==> src/rtl/xpm_memory_tdpram.sv <==
// True dual-port RAM on one clock. Byte-lane writes, write_first reads, and port B wins lane collisions.
// Read latency is 1 or 2 (second stage gated by regce). No backpressure: an access is accepted on every edge.
module xpm_memory_tdpram #(
  parameter int ADDR_WIDTH_A        = 6,
  parameter int ADDR_WIDTH_B        = 6,
  parameter int MEMORY_SIZE         = 2048,
  parameter int WRITE_DATA_WIDTH_A  = 32,
  parameter int WRITE_DATA_WIDTH_B  = 32,
  parameter int READ_DATA_WIDTH_A   = 32,
  parameter int READ_DATA_WIDTH_B   = 32,
  parameter int BYTE_WRITE_WIDTH_A  = 32,
  parameter int BYTE_WRITE_WIDTH_B  = 32,
  parameter int READ_LATENCY_A      = 1,
  parameter int READ_LATENCY_B      = 1,
  parameter     WRITE_MODE_A        = "write_first",
  parameter     WRITE_MODE_B        = "write_first",
  parameter     CLOCKING_MODE       = "common_clock",
  parameter     ECC_MODE            = "no_ecc",
  parameter int AUTO_SLEEP_TIME     = 0,
  parameter int CASCADE_HEIGHT      = 0,
  parameter int IGNORE_INIT_SYNTH   = 0,
  parameter     MEMORY_INIT_FILE    = "none",
  parameter     MEMORY_INIT_PARAM   = "0",
  parameter     MEMORY_OPTIMIZATION = "true",
  parameter     MEMORY_PRIMITIVE    = "auto",
  parameter int MESSAGE_CONTROL     = 0,
  parameter int USE_MEM_INIT        = 1,
  parameter int WRITE_PROTECT       = 1
) (
  input  logic                                               clka,
  input  logic                                               clkb,
  input  logic                                               rsta,
  input  logic                                               rstb,
  input  logic [ADDR_WIDTH_A-1:0]                            addra,
  input  logic [ADDR_WIDTH_B-1:0]                            addrb,
  input  logic [WRITE_DATA_WIDTH_A-1:0]                      dina,
  input  logic [WRITE_DATA_WIDTH_B-1:0]                      dinb,
  input  logic                                               ena,
  input  logic                                               enb,
  input  logic [WRITE_DATA_WIDTH_A/BYTE_WRITE_WIDTH_A-1:0]   wea,
  input  logic [WRITE_DATA_WIDTH_B/BYTE_WRITE_WIDTH_B-1:0]   web,
  input  logic                                               regcea,
  input  logic                                               regceb,
  input  logic                                               sleep,
  input  logic                                               injectsbiterra,
  input  logic                                               injectdbiterra,
  input  logic                                               injectsbiterrb,
  input  logic                                               injectdbiterrb,
  output logic [READ_DATA_WIDTH_A-1:0]                       douta,
  output logic [READ_DATA_WIDTH_B-1:0]                       doutb,
  output logic                                               sbiterra,
  output logic                                               dbiterra,
  output logic                                               sbiterrb,
  output logic                                               dbiterrb
);

  localparam int          DW      = WRITE_DATA_WIDTH_A;
  localparam int          DEPTH   = MEMORY_SIZE / WRITE_DATA_WIDTH_A;
  localparam int          IDX_W   = (DEPTH > 1) ? $clog2(DEPTH) : 1;
  localparam int          NL_A    = WRITE_DATA_WIDTH_A / BYTE_WRITE_WIDTH_A;
  localparam int          NL_B    = WRITE_DATA_WIDTH_B / BYTE_WRITE_WIDTH_B;
  localparam logic [31:0] DEPTH_U = 32'(DEPTH);

  logic [DW-1:0]    mem_q [0:DEPTH-1];
  logic [IDX_W-1:0] idx_a, idx_b;
  logic             in_a, in_b;
  logic             wr_ok_a, wr_ok_b;
  logic [NL_A-1:0]  we_a;
  logic [NL_B-1:0]  we_b;
  logic [DW-1:0]    word_a, word_b;
  logic [DW-1:0]    rd_a_d, rd_a_q, rd_b_d, rd_b_q;

  assign idx_a   = IDX_W'(addra);
  assign idx_b   = IDX_W'(addrb);
  assign in_a    = 32'(addra) < DEPTH_U;
  assign in_b    = 32'(addrb) < DEPTH_U;
  assign wr_ok_a = ena | (WRITE_PROTECT == 0);
  assign wr_ok_b = enb | (WRITE_PROTECT == 0);
  assign we_a    = (wr_ok_a && in_a) ? wea : '0;
  assign we_b    = (wr_ok_b && in_b) ? web : '0;
  // Pre-write word; out-of-range addresses read as zero.
  assign word_a  = in_a ? mem_q[idx_a] : '0;
  assign word_b  = in_b ? mem_q[idx_b] : '0;

  // Each port sees its own write lanes merged over the pre-write word, never the other port's.
  always_comb begin
    rd_a_d = rd_a_q;
    if (ena) begin
      rd_a_d = word_a;
      for (int i = 0; i < NL_A; i++) begin
        if (we_a[i]) rd_a_d[i*BYTE_WRITE_WIDTH_A +: BYTE_WRITE_WIDTH_A] = dina[i*BYTE_WRITE_WIDTH_A +: BYTE_WRITE_WIDTH_A];
      end
    end
  end

  always_comb begin
    rd_b_d = rd_b_q;
    if (enb) begin
      rd_b_d = word_b;
      for (int i = 0; i < NL_B; i++) begin
        if (we_b[i]) rd_b_d[i*BYTE_WRITE_WIDTH_B +: BYTE_WRITE_WIDTH_B] = dinb[i*BYTE_WRITE_WIDTH_B +: BYTE_WRITE_WIDTH_B];
      end
    end
  end

  // Port B lanes are assigned last, so they win when both ports hit the same lane.
  always_ff @(posedge clka) begin
    for (int i = 0; i < NL_A; i++) begin
      if (we_a[i]) mem_q[idx_a][i*BYTE_WRITE_WIDTH_A +: BYTE_WRITE_WIDTH_A] <= dina[i*BYTE_WRITE_WIDTH_A +: BYTE_WRITE_WIDTH_A];
    end
    for (int i = 0; i < NL_B; i++) begin
      if (we_b[i]) mem_q[idx_b][i*BYTE_WRITE_WIDTH_B +: BYTE_WRITE_WIDTH_B] <= dinb[i*BYTE_WRITE_WIDTH_B +: BYTE_WRITE_WIDTH_B];
    end
  end

  always_ff @(posedge clka) begin
    if (rsta) rd_a_q <= '0;
    else      rd_a_q <= rd_a_d;
    if (rstb) rd_b_q <= '0;
    else      rd_b_q <= rd_b_d;
  end

  if (READ_LATENCY_A == 2) begin : g_a_l2
    logic [DW-1:0] dout_a_d, dout_a_q;
    always_comb begin
      dout_a_d = dout_a_q;
      if (regcea) dout_a_d = rd_a_q;
    end
    always_ff @(posedge clka) begin
      if (rsta) dout_a_q <= '0;
      else      dout_a_q <= dout_a_d;
    end
    assign douta = dout_a_q;
  end else begin : g_a_l1
    assign douta = rd_a_q;
  end

  if (READ_LATENCY_B == 2) begin : g_b_l2
    logic [DW-1:0] dout_b_d, dout_b_q;
    always_comb begin
      dout_b_d = dout_b_q;
      if (regceb) dout_b_d = rd_b_q;
    end
    always_ff @(posedge clka) begin
      if (rstb) dout_b_q <= '0;
      else      dout_b_q <= dout_b_d;
    end
    assign doutb = dout_b_q;
  end else begin : g_b_l1
    assign doutb = rd_b_q;
  end

  assign sbiterra = 1'b0;
  assign dbiterra = 1'b0;
  assign sbiterrb = 1'b0;
  assign dbiterrb = 1'b0;

  logic unused_ok;
  assign unused_ok = &{1'b0, clkb, sleep, regcea, regceb,
                       injectsbiterra, injectdbiterra, injectsbiterrb, injectdbiterrb};

endmodule

==> config.mk <==
export PLATFORM = sky130hd
export DESIGN_NAME = xpm_memory_tdpram
export DESIGN_NICKNAME = d
export VERILOG_FILES = /design/src/rtl/xpm_memory_tdpram.sv
export SDC_FILE = /design/constraint.sdc
export NUM_CORES = 2
export LEC_CHECK = 0
export CAP_MARGIN = 15
export CORE_ASPECT_RATIO = 1.25
export CORE_MARGIN = 4
export CORE_UTILIZATION = 30
export CTS_CLUSTER_DIAMETER = 120
export DETAILED_ROUTE_END_ITERATION = 10
export HOLD_SLACK_MARGIN = 0.03
export PLACE_DENSITY = 0.5
export SYNTH_ARGS = -nofsm -noshare
export SYNTH_HDL_FRONTEND = slang
export SYNTH_SLANG_ARGS = --single-unit
==> constraint.sdc <==
create_clock -name clka -period 4.9 [get_ports clka]
set_input_delay 0.98 -clock clka [delete_from_list [all_inputs] [get_ports clka]]
set_output_delay 0.98 -clock clka [all_outputs]
set_load 0.05 [all_outputs]
==> flow_summary.toml <==
[global_routing]
grt_max_degree = 66
grt.overflow.total = 0
track_usage_pct = 29.96
grt_pass1_wl_microns = 882700
grt_pass1_vias = 96960
antenna_found_initial = 89

[drt]
drc = 0
ant_nets = 0
vias = 100900
wl_microns = 664300
routedWlPerCell_microns = 43.94
drtIter0Drc = 16000
avgViaCountPerCell = 6.677
drt_first_pass_iters = 6

[critical_path]
critPathBufInv = 2
end_kind = "flip-flop"
crit_path_max_fanout = 45
reg2reg_from = "mem_q[11][5]"
cp_slowest_stage_delay_ns = 0.84
timing.rr.end = "doutb[5]"
arrival_ns = 4.78
path_class = "in2reg"
r2r_slack_ns = 1.60
crit_chain = "buf_8 -> nor2_4 -> buf_4 -> a221oi_1 -> a21oi_1 -> o21ai_0 -> o211ai_1 -> a211oi_1 -> a211oi_1"
worstRegToRegCells = 7
crit_path_start_kind = "input port"
critPathSlowestCell = "o21ai_0"
cpMostUsedCell = "a211oi_1"
worstPathRequired_ns = 5.71
cp_top_family = "compound AO/OA/AOI/OAI gates"

[sta]
fmax_mhz = 251.6
drv_slew = 0
hold_viol = 0
rsz0062_at_grt = "no"
setup_viol = 0
period_share_pct = 81.11
clock_skew_ns = 0.05061
timing.slew.headroom_pct = 17.77
tightest_slew_ns = 1.234
finalSetupTns_ns = 0
period_needed_ns = 3.974

[clock_tree]
post_cts_resized = 0
ctsRootBufferMaster = "clkbuf_16"
cts_setup_buffers = 0
clock_latency_ns = 0.95
clkTransAtPathRegs_ns = 0.06
postCtsHoldBufs = 0
numClockSinks = 2112
cts_tree = "yes"
cts_buffer_depth = 4
cts_buffers = 225
htreeDepth = 4

[min_path]
hold_start = "dinb[12]"
holdPathEnd = "mem_q[0][12]"
hp-class = "in2reg"
holdPathStages = 2

[pwr]
peakVddDrop_uv = 290.4
p_leak_nw = 45.88
p_total_mw = 44.17
power_density_mw_per_mm2 = 307.7

[synthesis]
synth_most_common_cell = "mux2_2"
netlist_instances = 9544
synth.cell_area_sq_mm = 0.1242
synthArstFlopShare_pct = 0
synth_top_area_share_pct = 49.51
yosys_warnings = 0
yosys.area.top_type = "edfxtp_1"
synthTopCellsByCount = "mux2_2 (2328), edfxtp_1 (2048), a221oi_1 (704)"
ys_seq_area_share_pct = 50.54
synth_edf_count = 2048
synth_cell_type_count = 75
ys.flop_type = "edfxtp_1"
avgSynthCellArea_sq_um = 13.02
synth_seq_cells = 2112
synthTopCellsByArea = "edfxtp_1 (50%), mux2_2 (21%), a221oi_1 (5.0%)"

[layout]
syn_to_final_growth_pct = 15.55
drive_above_1_share_pct = 41.13
post-route-util_pct = 34.90
finalNetCount = 9562

[floorplanning]
initial_core_util_pct = 30.20
die_w_microns = 583.5
rows = 263
die_area_sq_mm = 0.4245
core_sq_mm = 0.4113
ios = 159
die_height_microns = 727.4

[placement]
dp_hpwl_microns = 434300
port_buffers = 146
gp_congestion = 0.9664

[job]
cap_violations = 0

[outcome]
status = "completed"
==> cells in the final DEF (no fill, tap or decap), types with 17 or more instances in the layout <==
| cell | Yosys | final |
|---|---|---|
| or3_1 | 21 | 20 |
| o221ai_1 | 38 | 38 |
| clkbuf_16 | 0 | 229 |
| dfxtp_1 | 64 | 64 |
| o22ai_1 | 239 | 187 |
| buf_2 | 396 | 68 |
| a22o_1 | 91 | 91 |
| o2bb2ai_1 | 21 | 21 |
| nor2_4 | 2 | 66 |
| buf_4 | 115 | 666 |
| nor3_1 | 34 | 30 |
| nand2_1 | 279 | 259 |
| clkinv_1 | 2 | 49 |
| clkinv_2 | 0 | 41 |
| bufinv_16 | 0 | 17 |
| a211oi_1 | 82 | 82 |
| nand3b_1 | 20 | 20 |
| diode_2 | 0 | 30 |
| nor2_1 | 400 | 340 |
| o21ai_0 | 395 | 382 |
| mux2i_1 | 418 | 418 |
| mux4_2 | 190 | 190 |
| o22ai_4 | 0 | 52 |
| a22oi_1 | 229 | 229 |
| o211ai_1 | 29 | 29 |
| clkdlybuf4s50_1 | 0 | 72 |
| clkbuf_1 | 673 | 55 |
| edfxtp_1 | 2048 | 2048 |
| nand2_2 | 1 | 21 |
| a21oi_1 | 253 | 253 |
| a221o_1 | 80 | 80 |
| mux2_2 | 2328 | 2328 |
| a221oi_1 | 704 | 704 |
| mux2_1 | 20 | 20 |
| buf_12 | 0 | 185 |
| nand3_1 | 34 | 32 |
==> area by class of cell <==
class / count / area (sq um)
antenna: 30 / 75.07
clock buffer: 294 / 6075
clock inverter: 116 / 1002
fill: 40010 / 267800
inverter: 14 / 82.58
multi-input combinational: 6120 / 56860
sequential: 2112 / 62780
tap: 5432 / 6797
timing repair buffer: 998 / 9862
==> registers in the layout (all words and copies together) (netlist names) <==
name   cells
douta     32
doutb     32
mem_q   2048
==> worst register-to-register path, cell delays in order, from the launching register on <==
cell and delay, ns:
edfxtp_1 0.39, mux2_2 0.27, a221oi_1 0.23, a21oi_1 0.07
o21ai_0 0.84, o211ai_1 0.42, a211oi_1 0.76, a211oi_1 0.17
==> worst max-delay path by stage <==
| stage | startpoint | to | slack (ns) | depth (start not counted) |
|---|---|---|---|---|
| final | addrb[0] | doutb[5] | 0.93 | 9 |
| after floorplan | addra[3] | mem_q[17][0] | -0.0005 | 5 |
| after global routing | addrb[0] | doutb[5] | 1.01 | 9 |
| after CTS | doutb[14] | doutb[14] | 1.16 | 1 |
| after detailed placement | addrb[0] | doutb[5] | 0.28 | 9 |
| after global placement | addrb[0] | doutb[5] | 0.22 | 9 |
==> report_power, final <==
group | leakage (nW) | switching (mW) | internal, mW | total, mW
combinational | 23.5 | 4.40 | 2.20 | 6.61
sequential | 19.0 | 0.200 | 20.0 | 20.2
clock | 3.46 | 7.81 | 9.57 | 17.4
total | 45.9 | 12.4 | 31.8 | 44.2
==> stage by stage <==
stage / hold WS, ns / area (sq um) / setup slack (ns) / std cells
floorplan: 0.6418 / 124200 / -0.0004809 / 9547
global placement: 0.4421 / 136400 / 0.2194 / 14680
detailed placement: 0.4510 / 136400 / 0.2774 / 14680
CTS: 0.3012 / 143500 / 1.157 / 15090
global route: 0.3435 / 143500 / 1.009 / 15090
finish: 0.3551 / 143500 / 0.9257 / 15120
==> kinds of logic (layout without fill, tap and decap cells) <==
logic type,count (synthesis),in the layout,synth area share (%)
AND/OR/NAND/NOR,883,883,3.077
flip-flops,2112,2112,50.54
buffers and inverters,1315,1422,4.919
other,1,34,0.003019
AO/OA/AOI/OAI,2276,2276,13.35
multiplexers,2957,2957,28.11
==> metal layers <==
layer  up-vias  GRT usage (%)  part of all wire [%]
met5         -              0                 0.047
met4        46          19.90                   8.1
met3      2297          8.469                    12
met2      8333          46.16                    44
met1     52080          36.51                    36
li1      38180              -                     -
Power figures use the tool's default switching activity.
